## config.mk

```make
export PLATFORM = sky130hd
export DESIGN_NAME = hello_msg_tx_flat
export DESIGN_NICKNAME = d
export VERILOG_FILES = /design/src/rtl/hello_pkg.sv /design/src/rtl/hello_msg_tx_if.sv /design/src/rtl/hello_msg_tx_uart_tx_byte.sv /design/src/rtl/hello_msg_tx.sv /design/src/flat_wrapper.sv
export SDC_FILE = /design/constraint.sdc
export NUM_CORES = 1
export LEC_CHECK = 0
export CAP_MARGIN = 10
export CORE_ASPECT_RATIO = 0.7
export CORE_MARGIN = 5
export CORE_UTILIZATION = 65
export DETAILED_ROUTE_END_ITERATION = 7
export GPL_ROUTABILITY_DRIVEN = 0
export PLACE_DENSITY = 0.84
export SYNTH_ARGS = -nofsm -noshare
export SYNTH_HDL_FRONTEND = slang
export SYNTH_SLANG_ARGS = --single-unit
```

## constraint.sdc

```tcl
create_clock -name clk -period 4.2 [get_ports clk]
set_input_delay 0.42 -clock clk [delete_from_list [all_inputs] [get_ports clk]]
set_output_delay 0.42 -clock clk [all_outputs]
set_load 0.005 [all_outputs]
```

## src/rtl/hello_pkg.sv

```systemverilog
// rtl/hello_pkg.sv - message ROM, sizing and UART state enum for hello_msg_tx; HELLO_MSG_CRLF_EN appends CR LF
package hello_pkg;

`ifdef HELLO_MSG_CRLF_EN
  localparam int MSG_LEN = 13;
  localparam logic [7:0] MSG [MSG_LEN] = '{
    8'h48, 8'h65, 8'h6C, 8'h6C, 8'h6F, 8'h20,
    8'h57, 8'h6F, 8'h72, 8'h6C, 8'h64, 8'h0D, 8'h0A
  };
`else
  localparam int MSG_LEN = 11;
  localparam logic [7:0] MSG [MSG_LEN] = '{
    8'h48, 8'h65, 8'h6C, 8'h6C, 8'h6F, 8'h20,
    8'h57, 8'h6F, 8'h72, 8'h6C, 8'h64
  };
`endif

  localparam int BYTE_IDX_W = $clog2(MSG_LEN + 1);

  typedef enum logic [1:0] {
    IDLE,
    START,
    DATA,
    STOP
  } tx_state_t;

  // Out-of-range indices (idx == MSG_LEN) read as zero; the byte is never sent then.
  function automatic logic [7:0] msg_byte(input logic [BYTE_IDX_W-1:0] idx);
    msg_byte = 8'h00;
    for (int i = 0; i < MSG_LEN; i++) begin
      if (idx == BYTE_IDX_W'(i)) msg_byte = MSG[i];
    end
  endfunction

endpackage

```

## src/rtl/hello_msg_tx_if.sv

```systemverilog
// rtl/hello_msg_tx_if.sv - start/tx/busy/sent bundle; master drives start, slave is the transmitter
interface hello_msg_tx_if;
  logic start;
  logic tx;
  logic busy;
  logic sent;

  modport master (output start, input tx, input busy, input sent);
  modport slave  (input start, output tx, output busy, output sent);
endinterface

```

## src/rtl/hello_msg_tx_uart_tx_byte.sv

```systemverilog
// rtl/hello_msg_tx_uart_tx_byte.sv - 8N1 LSB-first byte serializer with valid/ready and flopped tx
module uart_tx_byte
  import hello_pkg::*;
#(
  parameter int CLKS_PER_BIT = 868
) (
  input  logic       clk,
  input  logic       rst,
  input  logic       valid,
  input  logic [7:0] data,
  output logic       ready,
  output logic       done,
  output logic       tx
);

  localparam int CNT_W = $clog2(CLKS_PER_BIT);
  localparam logic [CNT_W-1:0] CNT_LAST = CNT_W'(CLKS_PER_BIT - 1);

  tx_state_t        state_q, state_d;
  logic [CNT_W-1:0] cnt_q, cnt_d;
  logic [2:0]       bit_q, bit_d;
  logic [7:0]       sh_q, sh_d;
  logic             tx_q, tx_d;
  logic             tc;

  assign tc = (cnt_q == CNT_LAST);
  assign tx = tx_q;

  always_ff @(posedge clk or posedge rst) begin
    if (rst) begin
      state_q <= IDLE;
      cnt_q   <= '0;
      bit_q   <= '0;
      sh_q    <= '0;
      tx_q    <= 1'b1;
    end else begin
      state_q <= state_d;
      cnt_q   <= cnt_d;
      bit_q   <= bit_d;
      sh_q    <= sh_d;
      tx_q    <= tx_d;
    end
  end

  // ready is also high at the end of STOP so the next start bit follows with no idle gap.
  always_comb begin
    state_d = state_q;
    cnt_d   = cnt_q;
    bit_d   = bit_q;
    sh_d    = sh_q;
    tx_d    = tx_q;
    ready   = 1'b0;
    done    = 1'b0;
    case (state_q)
      IDLE: begin
        ready = 1'b1;
        tx_d  = 1'b1;
        if (valid) begin
          state_d = START;
          cnt_d   = '0;
          sh_d    = data;
          tx_d    = 1'b0;
        end
      end
      START: begin
        cnt_d = cnt_q + CNT_W'(1);
        if (tc) begin
          state_d = DATA;
          cnt_d   = '0;
          bit_d   = '0;
          tx_d    = sh_q[0];
        end
      end
      DATA: begin
        cnt_d = cnt_q + CNT_W'(1);
        if (tc) begin
          cnt_d = '0;
          if (bit_q == 3'd7) begin
            state_d = STOP;
            tx_d    = 1'b1;
          end else begin
            bit_d = bit_q + 3'd1;
            sh_d  = {1'b0, sh_q[7:1]};
            tx_d  = sh_q[1];
          end
        end
      end
      STOP: begin
        cnt_d = cnt_q + CNT_W'(1);
        if (tc) begin
          ready = 1'b1;
          done  = 1'b1;
          cnt_d = '0;
          if (valid) begin
            state_d = START;
            sh_d    = data;
            tx_d    = 1'b0;
          end else begin
            state_d = IDLE;
            tx_d    = 1'b1;
          end
        end
      end
      default: begin
        state_d = IDLE;
        tx_d    = 1'b1;
      end
    endcase
  end

endmodule

```

## src/rtl/hello_msg_tx.sv

```systemverilog
// rtl/hello_msg_tx.sv - sends "Hello World" (plus CR LF under HELLO_MSG_CRLF_EN) over UART on a start rising edge
module hello_msg_tx
  import hello_pkg::*;
#(
  parameter int CLKS_PER_BIT = 868
) (
  input logic           clk,
  input logic           rst,
  hello_msg_tx_if.slave bus
);

  logic                  start_q;
  logic                  busy_q;
  logic                  sent_q;
  logic [BYTE_IDX_W-1:0] byte_idx_q;

  logic       trigger;
  logic       more;
  logic       valid;
  logic       ready;
  logic       frame_done;
  logic       accept;
  logic       last_done;
  logic [7:0] data;
  logic       tx_w;

  // Not busy is the message-level idle state; edges while busy are dropped, not queued.
  assign trigger   = bus.start & ~start_q & ~busy_q;
  assign more      = (byte_idx_q != BYTE_IDX_W'(MSG_LEN));
  assign valid     = trigger | (busy_q & more);
  assign data      = msg_byte(busy_q ? byte_idx_q : '0);
  assign accept    = valid & ready;
  assign last_done = busy_q & frame_done & ~more;

  always_ff @(posedge clk or posedge rst) begin
    if (rst) begin
      start_q    <= 1'b0;
      busy_q     <= 1'b0;
      sent_q     <= 1'b0;
      byte_idx_q <= '0;
    end else begin
      start_q <= bus.start;
      sent_q  <= last_done;
      if (trigger) begin
        busy_q     <= 1'b1;
        byte_idx_q <= BYTE_IDX_W'(1);
      end else if (accept) begin
        byte_idx_q <= byte_idx_q + BYTE_IDX_W'(1);
      end
      if (last_done) busy_q <= 1'b0;
    end
  end

  uart_tx_byte #(
    .CLKS_PER_BIT(CLKS_PER_BIT)
  ) u_uart (
    .clk   (clk),
    .rst   (rst),
    .valid (valid),
    .data  (data),
    .ready (ready),
    .done  (frame_done),
    .tx    (tx_w)
  );

  assign bus.tx   = tx_w;
  assign bus.busy = busy_q;
  assign bus.sent = sent_q;

endmodule

```

## src/flat_wrapper.sv

```systemverilog
// flat-port wrapper written by rule: the top's interface ports become plain ports
module hello_msg_tx_flat import hello_pkg::*;
#(
  parameter int CLKS_PER_BIT = 868
)
  (clk, rst, bus_start, bus_tx, bus_busy, bus_sent);
  hello_msg_tx_if bus_i ();
  input logic clk;
  input logic rst;
  input wire logic [$bits(bus_i.start)-1:0] bus_start;
  output wire logic [$bits(bus_i.tx)-1:0] bus_tx;
  output wire logic [$bits(bus_i.busy)-1:0] bus_busy;
  output wire logic [$bits(bus_i.sent)-1:0] bus_sent;
  assign bus_i.start = bus_start;
  assign bus_tx = bus_i.tx;
  assign bus_busy = bus_i.busy;
  assign bus_sent = bus_i.sent;
  hello_msg_tx #(.CLKS_PER_BIT(CLKS_PER_BIT)) u_core (.clk(clk), .rst(rst), .bus(bus_i));
endmodule
```

Yosys cells after proc, flatten, opt, wreduce, memory -nomap -nowiden
Cells that the tools add are included.
{"block": "op_classes", "n_reduce_logical": 11, "eq_ne": 22, "bitwise_logic": 10, "addsub": 3, "muxes": 44}
{"operator": "7-bit 2-to-1 mux", "n": 11}
{"operator": "8-bit 2-to-1 mux", "n": 4}
{"operator": "8-bit one-hot mux with 3 select lines", "n": 1}
{"operator": "10-bit 2-to-1 mux", "n": 2}
{"operator": "10-bit one-hot mux with 2 select lines", "n": 1}
{"operator": "4-bit by 3-bit equality test with 1-bit output (second input constant)", "n": 4}
{"operator": "4-bit equality test (second input constant)", "n": 3}
{"operator": "4-bit 2-to-1 mux", "n": 3}
{"operator": "10-bit by 1-bit adder with 10-bit output (second input constant)", "n": 1}
{"operator": "10-bit equality test (second input constant)", "n": 1}
{"operator": "1-bit 2-to-1 mux", "n": 10}
{"operator": "2-bit 2-to-1 mux", "n": 5}
{"operator": "2-bit inequality test (second input constant)", "n": 5}
{"operator": "3-bit 2-to-1 mux", "n": 3}
{"operator": "4-bit by 2-bit equality test with 1-bit output (second input constant)", "n": 2}
{"operator": "2-bit one-hot mux with 4 select lines", "n": 1}
{"operator": "4-bit AND reduction", "n": 2}
{"operator": "1-bit AND", "n": 6}
{"operator": "3-bit one-hot mux with 2 select lines", "n": 1}
{"operator": "2-bit nonzero test", "n": 3}
{"operator": "5-bit AND reduction", "n": 1}
{"operator": "4-bit by 1-bit adder with 4-bit output (second input constant)", "n": 1}
{"operator": "2-bit equality test (second input constant)", "n": 2}
{"operator": "4-bit by 1-bit equality test with 1-bit output (second input constant)", "n": 1}
{"operator": "other kinds (14)", "n": 16}
{"block": "word_totals", "out_inout_bits": 3, "reg_bits": 31, "input_bits": 3, "word_cells": 99}

Logic depth before layout (Yosys ltp)
Gate-level depths: netlist of the first run.
{"block": "depth", "word_depth": 16, "depth_mapped": 7, "ltp_nobuf": 6}

By module
Synthesis of the first run repeated with hierarchy kept, for this count alone.
{"block": "hier_totals", "cells_unflattened": 206, "area_unflattened_um2": 1979.4}
{"mod": "uart_tx_byte", "cells_each": 139, "instances": 1, "area_per_inst_um2": 1408.9}
{"mod": "hello_msg_tx", "cells_each": 67, "instances": 1, "area_per_inst_um2": 570.5}

Worst setup path before layout of the first run
No wires, ideal clock.
{"block": "synth_path", "path_type": "register to register", "from": "reg u_core.u_uart.cnt_q[0]", "to": "reg u_core.u_uart.sh_q[0]", "t_arrival_ns": 1.788, "slack_ns": 2.287, "stages_incl_launch_ff": 8, "required_time_ns": 4.075, "path_cell_list": "dfrtp_1 -> ha_1 -> and4bb_1 -> buf_6 -> nand3_4 -> a2111o_1 -> buf_6 -> mux2_4"}
{"block": "synth_between", "elab_chain_cells": 3, "elab_cells_between_ends": 4}
{"item": "start, declared", "line_no": "hello_msg_tx_uart_tx_byte.sv:20", "rtl": "logic [CNT_W-1:0] cnt_q, cnt_d;"}
{"item": "start signal, assigned", "line_no": "hello_msg_tx_uart_tx_byte.sv:38", "rtl": "cnt_q <= cnt_d;"}
{"item": "10-bit equality test (*)", "line_no": "hello_msg_tx_uart_tx_byte.sv:26", "rtl": "assign tc = (cnt_q == CNT_LAST);"}
{"item": "2-bit inequality test (no source line)"}
{"item": "4-bit AND reduction (no source line) (*)"}
{"item": "end signal, assigned", "line_no": "hello_msg_tx_uart_tx_byte.sv:34", "rtl": "sh_q <= '0;"}
{"item": "end signal, assigned", "line_no": "hello_msg_tx_uart_tx_byte.sv:40", "rtl": "sh_q <= sh_d;"}
{"item": "end, declared", "line_no": "hello_msg_tx_uart_tx_byte.sv:22", "rtl": "logic [7:0] sh_q, sh_d;"}
Mark *: on every way between the ends. The rest lies on a longest branch, timed or not.
A chain may end at the register's enable or synchronous reset.

Worst setup path in the final report of the first run
{"block": "layout_path", "from": "reg u_core.u_uart.state_q[0]", "to": "reg u_core.u_uart.state_q[1]"}
{"block": "layout_between", "elab_chain_cells": 3, "elab_cells_between_ends": 11}
{"item": "start, declared", "line_no": "hello_msg_tx_uart_tx_byte.sv:19", "rtl": "tx_state_t state_q, state_d;"}
{"item": "start signal, assigned", "line_no": "hello_msg_tx_uart_tx_byte.sv:37", "rtl": "state_q <= state_d;"}
{"item": "2-bit equality test, or another cell as far along", "line_no": "hello_msg_tx_uart_tx_byte.sv:54", "rtl": "case (state_q)"}
{"item": "2-bit inequality test (no source line) / 2-bit by 1-bit inequality test with 1-bit output (equally long branches)"}
{"item": "5-bit AND reduction (no source line)"}
Several ways; a longest one is shown, not always the timed one.

==> flow_summary_export.csv, run 1 <==
group,metric,value,unit
final_layout,drive_gt1_frac,0.143,
worst_setup_path,crit_arrival,2660,ps
die,initial_utilization,0.685,
clocking,cts_tree,"yes",
worst_setup_path,slowest_stage,"a211oi_1",
worst_setup_path,cp_data_required_time,4370,ps
clocking,cts_hold_buf,0,
worst_setup_path,worstPathMaxFanout,12,
global_routing,grt_max_degree,31,
clocking,cts_buffers,5,
global_routing,antenna_found_initial,0,
clocking,clk_latency,290,ps
sta,clock.fmax,402,MHz
die,die_area,4210,um2
yosys,synth_compound_area_frac,0.237,
die,die_y,55.8,um
clocking,cts_buffer_depth,2,
drt,drt_iter0_drc,129,
sta,worstMarginPinSlew,1020,ps
sta,period_needed,2490,ps
status,outcome,"finished, final reports clean",
sta,rsz0062_at_grt,"false",
drt,avgViaCountPerCell,6.30,
global_routing,gr-usage-all-layers,0.213,
global_routing,grt-ovfl-total,0,
sta,finalHoldViolCount,0,
drt,detail-route-antenna-nets,0,
yosys,synthAdderAreaFrac,0.0514,
yosys,postSynthAreaPerCell,9.73,um2
sta,setup_tns,0,ps
run,drv_cap,0,
sta,max_slew_margin,0.314,
sta,fin_crit_sh,0.593,
power,peakVddDrop,0.000187,V
worst_setup_path,timing.critical_path.mode_cell,"inv_1",
die,coreArea,2840,um2
power,power.leakage,0.940,nW
place,io_buffers,5,
yosys,synth_top_area_frac,0.373,
drt,avgRoutedWirePerCell,16.6,um
worst_setup_path,setup.worst_path.start,"u_core.u_uart.state_q[0]",
worst_setup_path,worstSetupPathType,"register to register",
drt,drc,0,
drt,wirelength,3.98,mm
final_layout,final_util,0.734,
yosys,ys_warn_count,0,
clocking,clock-root-buffer,"clkbuf_8",
yosys,async_flop_share,1.00,
power,pwr_density_cell,271,nW/um2
place,pre_cts_ws,1590,ps
yosys,synthFlopType,"dfrtp_1",
worst_setup_path,crit_path_end,"u_core.u_uart.state_q[1]",
clocking,clock_sinks,30,
place,place_inst,230,
final_layout,instances_no_fill,239,
place,dpl.hpwl,2.75,mm
worst_setup_path,reg2reg_to,"u_core.u_uart.state_q[1]",
yosys,synth_common_cells,"dfrtp_1, nand2_1, a21oi_1",
yosys,netlist_area,1950,um2
global_routing,grt_pass1_wl,6.85,mm
yosys,synth_most_common_cell,"dfrtp_1",
worst_setup_path,reg2regPathDepth,6,
worst_setup_path,crit-reg2reg-launch,"u_core.u_uart.state_q[0]",
sta,skew,5.54,ps
drt,drt_pre_antenna_iters,4,
clocking,post_cts_resized,0,
clocking,post-cts-setup-buffers,0,
yosys,synth_nets,211,
die,num_rows,16,
yosys,synth-edff-count,0,
yosys,synthMuxAreaShare,0.0752,
yosys,yosysTopAreaCell,"dfrtp_1",
yosys,synth_top_family_by_area,"compound AO/OA/AOI/OAI gates",
final_layout,nets,213,
yosys,synthSimpleGateAreaFrac,0.184,
sta,slew_viol_final,0,
worst_setup_path,cp-end-kind,"register",
worst_setup_path,ff2ff_setup_slack,1710,ps
sta,layout_setup_ws,1710,ps
worst_setup_path,slowest_delay,810,ps
worst_hold_path,worstHoldPathType,"input port to async pin",
die,io_pins,6,
worst_setup_path,critPathLaunchType,"register",
drt,vias,1505,
yosys,synth_xor_area_frac,0.00900,
final_layout,n_antenna_cell,0,
clocking,clk_pin_slew,70,ps
yosys,synth_area_leaders,"dfrtp_1, ha_1, mux2_4",
worst_setup_path,path_cells,"inv_1 > ha_1 > inv_1 > a211oi_1 > nor3_1 > mux2_2",
sta,setup_violations,0,
yosys,ys_ff_latch,30,
global_routing,grt_pass1_vias,1422,
final_layout,area_growth,7.20,%
clocking,h-tree-depth,2,
yosys,synth_cell_types,52,
die,die_w,75.4,um
yosys,netlist_instances,200,
yosys,synth.yosys.seq_area_share,0.386,
-- power breakdown --
group | switching, W | total [W] | internal, W | leakage [nW]
Sequential | 0.00000463 | 0.000297 | 0.000292 | 0.374
Combinational | 0.0000115 | 0.0000235 | 0.0000120 | 0.518
Clock | 0.000112 | 0.000244 | 0.000132 | 0.0482
Total | 0.000128 | 0.000565 | 0.000436 | 0.940
-- kinds of logic after synthesis --
family | Yosys count
AND/OR/NAND/NOR | 65
AO/OA/AOI/OAI | 63
flip-flops | 30
buffers and inverters | 21
multiplexers | 11
adder cells (fa/ha/maj) | 8
XOR/XNOR | 2
-- cell type report --
| class | count | area [um2] |
|---|---|---|
| Multi-Input combinational cell | 149 | 1080 |
| Clock buffer | 7 | 86.3 |
| Inverter | 10 | 37.5 |
| Timing Repair Buffer | 6 | 77.6 |
| Tap cell | 36 | 45.0 |
| Sequential cell | 30 | 752 |
| Fill cell | 200 | 756 |
| Clock inverter | 1 | 5.00 |
-- how the worst min path moves through the flow --
stage / startpoint / cells past startpoint / to / slack, ps
3_5_place_dp: u_core.u_uart.sh_q[5] / 1 / u_core.u_uart.sh_q[5] / 500
2_1_floorplan: bus_start / 0 / u_core.start_q / 450
4_1_cts: u_core.u_uart.bit_q[2] / 1 / u_core.u_uart.bit_q[2] / 520
3_3_place_gp: u_core.u_uart.sh_q[6] / 1 / u_core.u_uart.sh_q[6] / 490
6_report: rst / 2 / u_core.u_uart.cnt_q[4] / 490
5_1_grt: u_core.u_uart.sh_q[5] / 1 / u_core.u_uart.sh_q[5] / 530
-- worst max-delay path, delay by kind of cell (launching register included) --
family                     cells  cell delay [ps]
DFF                            1              440
muxes                          1              320
buffers and inverters          2              240
adders and majority gates      1              400
AOI/OAI and AO/OA              1              810
and+or+nand+nor                1              160
-- cell usage in the layout (no fill, tap or decap), types with 2 or more instances in the layout --
cell type,instances
mux2_2,5
or3_1,4
clkbuf_8,6
dfrtp_1,29
nor2_1,9
ha_1,8
a31oi_1,5
a22o_1,8
a211oi_1,4
nor3_1,5
inv_1,10
o21a_1,2
a21oi_1,12
a41oi_1,2
o21ai_0,10
a41o_1,2
a22o_2,2
a41o_2,2
and3_1,3
nor3b_1,3
a21o_1,3
o311ai_0,2
nand3_1,5
mux2_4,6
nor2b_1,5
clkdlybuf4s50_1,5
nand2_1,19
nor4_1,2
-- flip-flops by register name, indices dropped and copies added (netlist names) --
register,cells
u_core.byte_idx_q,4
u_core.u_uart.state_q,2
u_core.u_uart.bit_q,3
u_core.u_uart.tx,1
u_core.bus.sent,1
u_core.u_uart.cnt_q,10
u_core.u_uart.sh_q,7
u_core.bus.busy,1
u_core.start_q,1
-- metrics by stage --
stage               hold WS (ps)  area [um2]  total power [W]
floorplan                    451        1950         0.000316
global route                 528        2090         0.000583
CTS                          517        2060         0.000563
detailed placement           500        1970         0.000323
finish                       492        2090         0.000565
global placement             492        1970         0.000321
-- metal layers --
metal  wire length [um]  GRT usage
met1               2060      0.338
met2               1600      0.271
met3                273     0.0542
met4                 44     0.0773
met5                  0          0
Power figures use the tool's default switching activity.
==> inputs of run 2 (changes only) <==
--- a/config.mk
+++ b/config.mk
@@ -8,10 +8,10 @@
 export CAP_MARGIN = 10
 export CORE_ASPECT_RATIO = 0.7
 export CORE_MARGIN = 5
-export CORE_UTILIZATION = 65
+export CORE_UTILIZATION = 55
 export DETAILED_ROUTE_END_ITERATION = 7
 export GPL_ROUTABILITY_DRIVEN = 0
-export PLACE_DENSITY = 0.84
+export PLACE_DENSITY = 0.75
 export SYNTH_ARGS = -nofsm -noshare
 export SYNTH_HDL_FRONTEND = slang
 export SYNTH_SLANG_ARGS = --single-unit
==> constraint.sdc (replaced) <==
create_clock -name clk -period 2.05 [get_ports clk]
set_input_delay 0.205 -clock clk [delete_from_list [all_inputs] [get_ports clk]]
set_output_delay 0.205 -clock clk [all_outputs]
set_load 0.005 [all_outputs]
==> run 2 against run 1 <==
Effect of this change:
- clock-buffer cell count rose by 1
- total power rose by 100%
- highest routed layer unchanged
- critical endpoint is now u_core.u_uart.sh_q[3]
- wire length rose by 9.1%
- die area rose by 15%
==> flow_summary_export.csv, run 2 (synthesis gave the netlist of run 1 again) <==
group,metric,value,unit
clocking,cts_buffer_depth,2,
sta,skew,7.46,ps
clocking,cts_tree,"yes",
worst_setup_path,crit_path_end,"u_core.u_uart.sh_q[3]",
final_layout,layout_common_cells,"dfrtp_1, buf_4, nand2_1",
clocking,clk_pin_slew,70,ps
final_layout,area_growth,17.0,%
run,drv_cap,0,
power,p_comb_frac,0.045,
drt,avgRoutedWirePerCell,15.7,um
final_layout,regMostFlops,"u_core.u_uart.cnt_q",
final_layout,fill_cells,281,
global_routing,grt-ovfl-total,0,
worst_setup_path,cp_data_required_time,2220,ps
power,pwr_density_cell,504,nW/um2
die,die_w,81.1,um
sta,layout_setup_ws,93.3,ps
sta,worstMarginPinSlew,493,ps
clocking,clock_sinks,30,
place,placed_cell_area,2170,um2
die,initial_utilization,0.561,
global_routing,grt_pass1_wl,7.20,mm
sta,clock.fmax,511,MHz
clocking,post_cts_resized,1,
global_routing,gr-usage-all-layers,0.202,
die,io_pins,6,
status,outcome,"finished, final reports clean",
worst_setup_path,ff2ff_setup_slack,90,ps
worst_setup_path,worstSetupPathType,"register to register",
place,pre_cts_ws,-132,ps
die,num_rows,18,
drt,drt_iter0_drc,165,
final_layout,drive_gt1_frac,0.247,
final_layout,final_util,0.657,
sta,period_needed,1960,ps
die,coreArea,3470,um2
power,power_frac_seq,0.526,
drt,drc,0,
worst_setup_path,cp-end-kind,"register",
global_routing,antenna_found_initial,0,
power,intPower,0.000896,W
place,dpl.hpwl,3.17,mm
clocking,cts_buffers,5,
final_layout,largest_register_ffs,10,
final_layout,mostFrequentLayoutCell,"dfrtp_1",
die,die_area,4850,um2
worst_setup_path,reg2reg_to,"u_core.u_uart.sh_q[3]",
final_layout,top_regs,"u_core.u_uart.cnt_q x10, u_core.u_uart.sh_q x7, u_core.byte_idx_q x4",
sta,fin_crit_sh,0.954,
drt,vias,1637,
drt,detail-route-antenna-nets,0,
clocking,clock-root-buffer,"clkbuf_8",
power,peakVddDrop,0.000427,V
worst_setup_path,crit_arrival,2120,ps
clocking,post-cts-setup-buffers,0,
clocking,cts_hold_buf,0,
power,power_frac_clock,0.429,
place,place_inst,269,
worst_hold_path,worstHoldPathType,"input port to async pin",
place,io_buffers,5,
drt,avgViaCountPerCell,5.91,
sta,setup_violations,0,
sta,max_slew_margin,0.670,
sta,setup_tns,0,ps
global_routing,grt_max_degree,31,
power,switching_share,0.220,
sta,slew_viol_final,0,
clocking,clk_latency,290,ps
final_layout,n_antenna_cell,0,
clocking,h-tree-depth,2,
worst_setup_path,setup.worst_path.start,"u_core.u_uart.cnt_q[0]",
final_layout,nets,237,
worst_setup_path,crit-reg2reg-launch,"u_core.u_uart.cnt_q[0]",
worst_setup_path,critPathLaunchType,"register",
die,die_y,59.8,um
power,power.leakage,1.05,nW
sta,rsz0062_at_grt,"false",
sta,finalHoldViolCount,0,
global_routing,grt_pass1_vias,1488,
worst_setup_path,reg2regPathDepth,5,
drt,drt_pre_antenna_iters,4,
drt,wirelength,4.34,mm
final_layout,instances_no_fill,277,
worst_setup_path,worstPathMaxFanout,7,
final_layout,postLayoutCellArea,2280,um2
power,p_sw,0.000253,W
-- run 2: changes by cell type in the layout (fill, tap and decap cells not counted), sizes merged --
cell	before	now
clkinv	1	0
buf	1	25
clkbuf	7	8
-- run 2: how the worst min path moves through the flow --
stage | start | end | slack [ps] | cells after the start
4_1_cts | rst | u_core.u_uart.cnt_q[2] | 310 | 3
3_5_place_dp | u_core.u_uart.sh_q[6] | u_core.u_uart.sh_q[6] | 490 | 1
5_1_grt | rst | u_core.u_uart.cnt_q[2] | 350 | 3
6_report | rst | u_core.u_uart.cnt_q[2] | 300 | 3
2_1_floorplan | bus_start | u_core.start_q | 240 | 0
3_3_place_gp | u_core.u_uart.sh_q[6] | u_core.u_uart.sh_q[6] | 490 | 1
-- run 2: layer usage --
layer / track usage / vias up / share of wire
met3: 0.0617 / 4 / 0.058
met1: 0.292 / 779 / 0.50
met4: 0.0795 / 0 / 0.0078
met2: 0.282 / 56 / 0.43
li1: - / 798 / -
met5: 0 / - / 0
-- run 2: metrics by stage --
stage,power (W),hold slack (ps)
after detailed placement,0.000667,488
final,0.00115,301
after floorplan,0.000648,236
after global routing,0.00121,347
after CTS,0.00116,314
after global placement,0.000663,492
-- run 2: power by group through the flow --
stage | registers [W] | clock network (W) | logic [W]
after floorplan | 0.000613 | 0 | 0.0000353
after global placement | 0.000614 | 0 | 0.0000492
after detailed placement | 0.000614 | 0 | 0.0000529
after CTS | 0.000604 | 0.000505 | 0.0000531
after global routing | 0.000604 | 0.000546 | 0.0000588
final | 0.000604 | 0.000493 | 0.0000518
-- run 2: worst max-delay path, cell delays in order, from the launching register on --
cell,delay [ps]
dfrtp_1,360
ha_1,170
and4bb_4,300
nand3_4,80
a2111o_2,600
mux2_4,330
-- run 2: final cells by class --
class | count | area (um2) | area share
Tap cell | 50 | 62.6 | 0.0275
Clock buffer | 8 | 90.1 | 0.0395
Inverter | 10 | 37.5 | 0.0165
Sequential cell | 30 | 752 | 0.330
Multi-Input combinational cell | 149 | 1100 | 0.482
Timing Repair Buffer | 30 | 238 | 0.104
==> RTL edit 1, RTL diff (config.mk and constraints of run 2) <==
Take the reset off `sh_q` and load it in a clocked block of its own.
--- a/src/rtl/hello_msg_tx_uart_tx_byte.sv
+++ b/src/rtl/hello_msg_tx_uart_tx_byte.sv
@@ -32,5 +32,4 @@
       cnt_q   <= '0;
       bit_q   <= '0;
-      sh_q    <= '0;
       tx_q    <= 1'b1;
     end else begin
@@ -38,7 +37,10 @@
       cnt_q   <= cnt_d;
       bit_q   <= bit_d;
-      sh_q    <= sh_d;
       tx_q    <= tx_d;
     end
+  end
+
+  always_ff @(posedge clk) begin
+    sh_q <= sh_d;
   end
 
Behaviour: no difference found for any inputs over 10 cycles, from zero or initial values and one cycle with rst high; that may be too few to reach the edited logic, so the function may still have changed.
==> RTL edit 1 against run 2 <==
  * Power shrank 2.9%
  * Cell area grew 1.8%
  * Largest power group unchanged
  * Cell count is the same
  * Clock power shrank 8.9%
  * Synthesized area grew 2.2%
  * Combinational power shrank 39%
  * First-iteration DRC count shrank 23%
  * Wire length grew 11%
  * Synthesized cell count grew 1.5%
  * Die area grew 1.9%
  * Count of clock-buffer cells in the layout shrank 2
  * Setup slack gained 0.051 ns
  * Sequential cell count grew 1
==> RTL edit 1: results <==
[placed_design]
place_hpwl_mm = 3.41

[critical_path]
r2r_start = u_core.u_uart.cnt_q[1]
r2r_cells = 6
reg2reg_to = u_core.u_uart.sh_q[1]
crit_slowest_cell = dfrtp_1
cpPeakStageDelay_ns = 0.39
arrival_ns = 1.87
r2r_slack_ns = 0.14
path_max_fanout = 7

[cts]
cts_hold_buf = 0
clk_pin_slew_worst_paths_ns = 0.06
clock_latency_ns = 0.28
numCtsBuffers = 5
cts_htree_levels = 2
clockBufferDepth = 2
cts_root_buffer = clkbuf_8

[sta]
fin_skew_ns = 0.00612
maxSlewHeadroom = 0.655
holdWs_ns = 0.284

[synthesis]
async_reset_ff_frac = 0.742
yosys-top-cells-count = nand2_1 (24), dfrtp_1 (22), a21oi_1 (12)
netlist_top_cells_area = dfrtp_1 (28%), edfxtp_1 (12%), ha_1 (5.0%)
syn_nets = 214
ys_types = 58
synth-main-ff-cell = dfrtp_1
synth_edf_count = 8
yosysWarnings = 0
ys_seq_area_frac = 0.410

[routing]
routed_wl_mm = 4.84
first_pass_iters = 5
via_per_inst = 6.25
drt-initial-drc-count = 127

[hold_path]
worstHoldPathType = in2async

[finish]
fin_nets = 237
reg.largest.list = u_core.u_uart.cnt_q (10), u_core.u_uart.sh_q (8), u_core.byte_idx_q (4)
antennaDiodeCount = 0
drive_gt1_frac = 0.207

[status]
status = complete, no violations

[pwr]
irDropWorstVdd_v = 0.000391
p_leak_nw = 0.970

[grt]
grt_first_pass_wirelength_mm = 7.99
grt_util_all_layers = 0.217
first_global_vias = 1650
grt_max_degree = 24
==> RTL edit 1: cell type report <==
type,count,area (µm²)
clock buffers,6,72.6
clock inverters,2,7.51
fillers,288,1190
inverters,7,26.3
multi-input cells,152,1100
flip-flops and latches,31,817
well taps,50,62.6
repair buffers,29,234
==> RTL edit 1: power breakdown <==
part / total, mW / internal, mW / switching, mW / leakage, nW
combinational: 0.0316 / 0.0119 / 0.0197 / 0.593
clock: 0.449 / 0.231 / 0.218 / 0.0403
sequential: 0.634 / 0.633 / 0.00116 / 0.337
==> RTL edit 1: how the worst max path moves through the flow <==
| stage | startpoint | to | cells past startpoint |
|---|---|---|---|
| detailed placement | u_core.u_uart.cnt_q[1] | u_core.u_uart.sh_q[4] | 6 |
| finish | u_core.u_uart.cnt_q[1] | u_core.u_uart.sh_q[1] | 6 |
| floorplan | u_core.u_uart.cnt_q[0] | u_core.u_uart.sh_q[0] | 6 |
| global route | u_core.u_uart.state_q[0] | u_core.u_uart.sh_q[1] | 5 |
| global placement | u_core.u_uart.cnt_q[0] | u_core.u_uart.sh_q[5] | 6 |
| CTS | u_core.u_uart.cnt_q[1] | u_core.u_uart.sh_q[4] | 7 |
==> RTL edit 1: per-stage QoR <==
stage               instance area, µm²  instances  worst slack (ns)  setup TNS (ns)  power, mW
global route                      2320        277            0.0516               0       1.14
global placement                  2170        267            0.0417               0      0.676
detailed placement                2170        267            -0.125          -0.871      0.678
floorplan                         2000        203           0.00710               0      0.667
CTS                               2280        276            0.0120               0       1.12
finish                            2320        277             0.145               0       1.11
==> RTL edit 1: cells by family after synthesis <==
group / Yosys count / share of synthesized area
compound gates: 69 / 0.256
xor+xnor: 2 / 0.00880
fa+ha+maj: 8 / 0.0503
buf+inv: 20 / 0.0660
flops: 31 / 0.410
mux: 5 / 0.0264
simple gates: 68 / 0.182
==> RTL edit 1: per-layer routing <==
metal  wire length (µm)  track usage
met5                  0            0
met2               2210        0.330
met4                 44       0.0664
met3                328       0.0682
met1               2250        0.300
==> RTL edit 1: critical path, delay by kind of cell, from the launching register on <==
family / cells / cell delay, ns
compound gates: 2 / 0.63
flops: 1 / 0.39
simple gates: 2 / 0.26
buf+inv: 1 / 0.16
fa+ha+maj: 1 / 0.15
==> RTL edit 1: repair_timing <==
| action | CTS | global route |
|---|---|---|
| setup buffers | 1 | 1 |
| gates resized for setup | 3 | 7 |
| endpoints found under the setup margin | 7 | 10 |
| pin swaps | 2 | 5 |
==> RTL edit 2, RTL diff (settings of run 2) <==
Made on the original files. Build with the macro `HELLO_MSG_CRLF_EN` defined.
--- a/src/rtl/hello_pkg.sv
+++ b/src/rtl/hello_pkg.sv
@@ -1,3 +1,5 @@
 // rtl/hello_pkg.sv - message ROM, sizing and UART state enum for hello_msg_tx; HELLO_MSG_CRLF_EN appends CR LF
+`define HELLO_MSG_CRLF_EN
+
 package hello_pkg;
 
Function: same outputs for any inputs over 10 cycles, from zero or initial values and one cycle with rst high; that may be too few to reach the edited logic, so the function may still have changed.
==> RTL edit 2 against run 2 <==
  * Wire length rose by 0.21%
  * Largest cell class unchanged
  * Setup slack worse by 0.18 ns
  * Cell area is 4.2% lower
  * First-iteration DRC count shrank 35%
  * Sequential cell count unchanged
  * The run now ends with negative setup slack left
  * Synthesized area is 6.5% lower
  * Global-route usage grew 0.23 points
Power is not compared: it rests on default switching activity, and its combinational part moved more than twofold at a synthesized area within 25%.
==> RTL edit 2: results <==
[routing]
routedWlPerCell_um = 16.0
drt-initial-drc-count = 108
routed_wl_mm = 4.35
vias = 1633

[sta]
fin_skew_ns = 0.00584
setup_slack_ns = -0.0903
holdWs_ns = 0.278
tns_ns = -0.194
worst_slew_pin_slew_ns = 0.606
setup_viol = 5

[finish]
fill_cells = 257
drive_gt1_frac = 0.180

[critical_path]
cp-endpoint = u_core.u_uart.state_q[0]
arrival_ns = 2.34
cpPeakStageDelay_ns = 0.50
path_max_fanout = 5
crit_slowest_cell = or4b_4
r2r_slack_ns = -0.09

[placed_design]
place_ws_ns = -0.147
place_hpwl_mm = 3.07
dpl_cell_area_um2 = 2030
dp_cells = 260

[synthesis]
yosys-top-cells-count = dfrtp_1 (29), o21ai_0 (21), nand2_1 (20), nor2_1 (18), a21oi_1 (15)
synth-compound-area-share = 0.240
syn_avg_cell_area_um2 = 8.79
netlist_top_cells_area = dfrtp_1 (40%), ha_1 (6.2%), o21ai_0 (5.8%)
ys_seq_area_frac = 0.413
synth_adder_area_share = 0.0619
ys_types = 47
synthXorXnorAreaFrac = 0.0192
syn_nets = 219

[status]
violations = negative setup slack
status = complete, but fails checks

[grt]
grt_util_all_layers = 0.205
first_global_vias = 1541

[cts]
cts_root_buffer = clkbuf_8
postCtsSetupRepairBufs = 3
==> RTL edit 2: changes by cell type after synthesis, sizes merged, moves of 9 or more <==
| cell | run 2 | this run |
|---|---|---|
| a22o | 10 | 1 |
| mux2 | 11 | 2 |
| o21ai | 10 | 22 |
| nor2 | 9 | 18 |
==> RTL edit 2: layer usage <==
| metal | vias to the layer above | track usage | share of wire |
|---|---|---|---|
| met5 | - | 0 | 0 |
| met4 | 0 | 0.102 | 0.023 |
| met3 | 12 | 0.0543 | 0.052 |
| met2 | 44 | 0.316 | 0.46 |
| met1 | 779 | 0.267 | 0.47 |
| li1 | 798 | - | - |
==> RTL edit 2: cell type report <==
cell class                      count  area, µm²  share of cell area
Inverter                           13       48.8              0.0223
Multi-Input combinational cell    154       1020               0.466
Tap cell                           38       47.5              0.0218
Timing Repair Buffer               28        226               0.104
Clock buffer                        8       90.1              0.0413
Sequential cell                    30        752               0.344
==> RTL edit 2: report_power, final <==
part	switching [mW]	internal (mW)
registers	0.115	0.786
logic	1.04	0.840
clock network	0.218	0.273
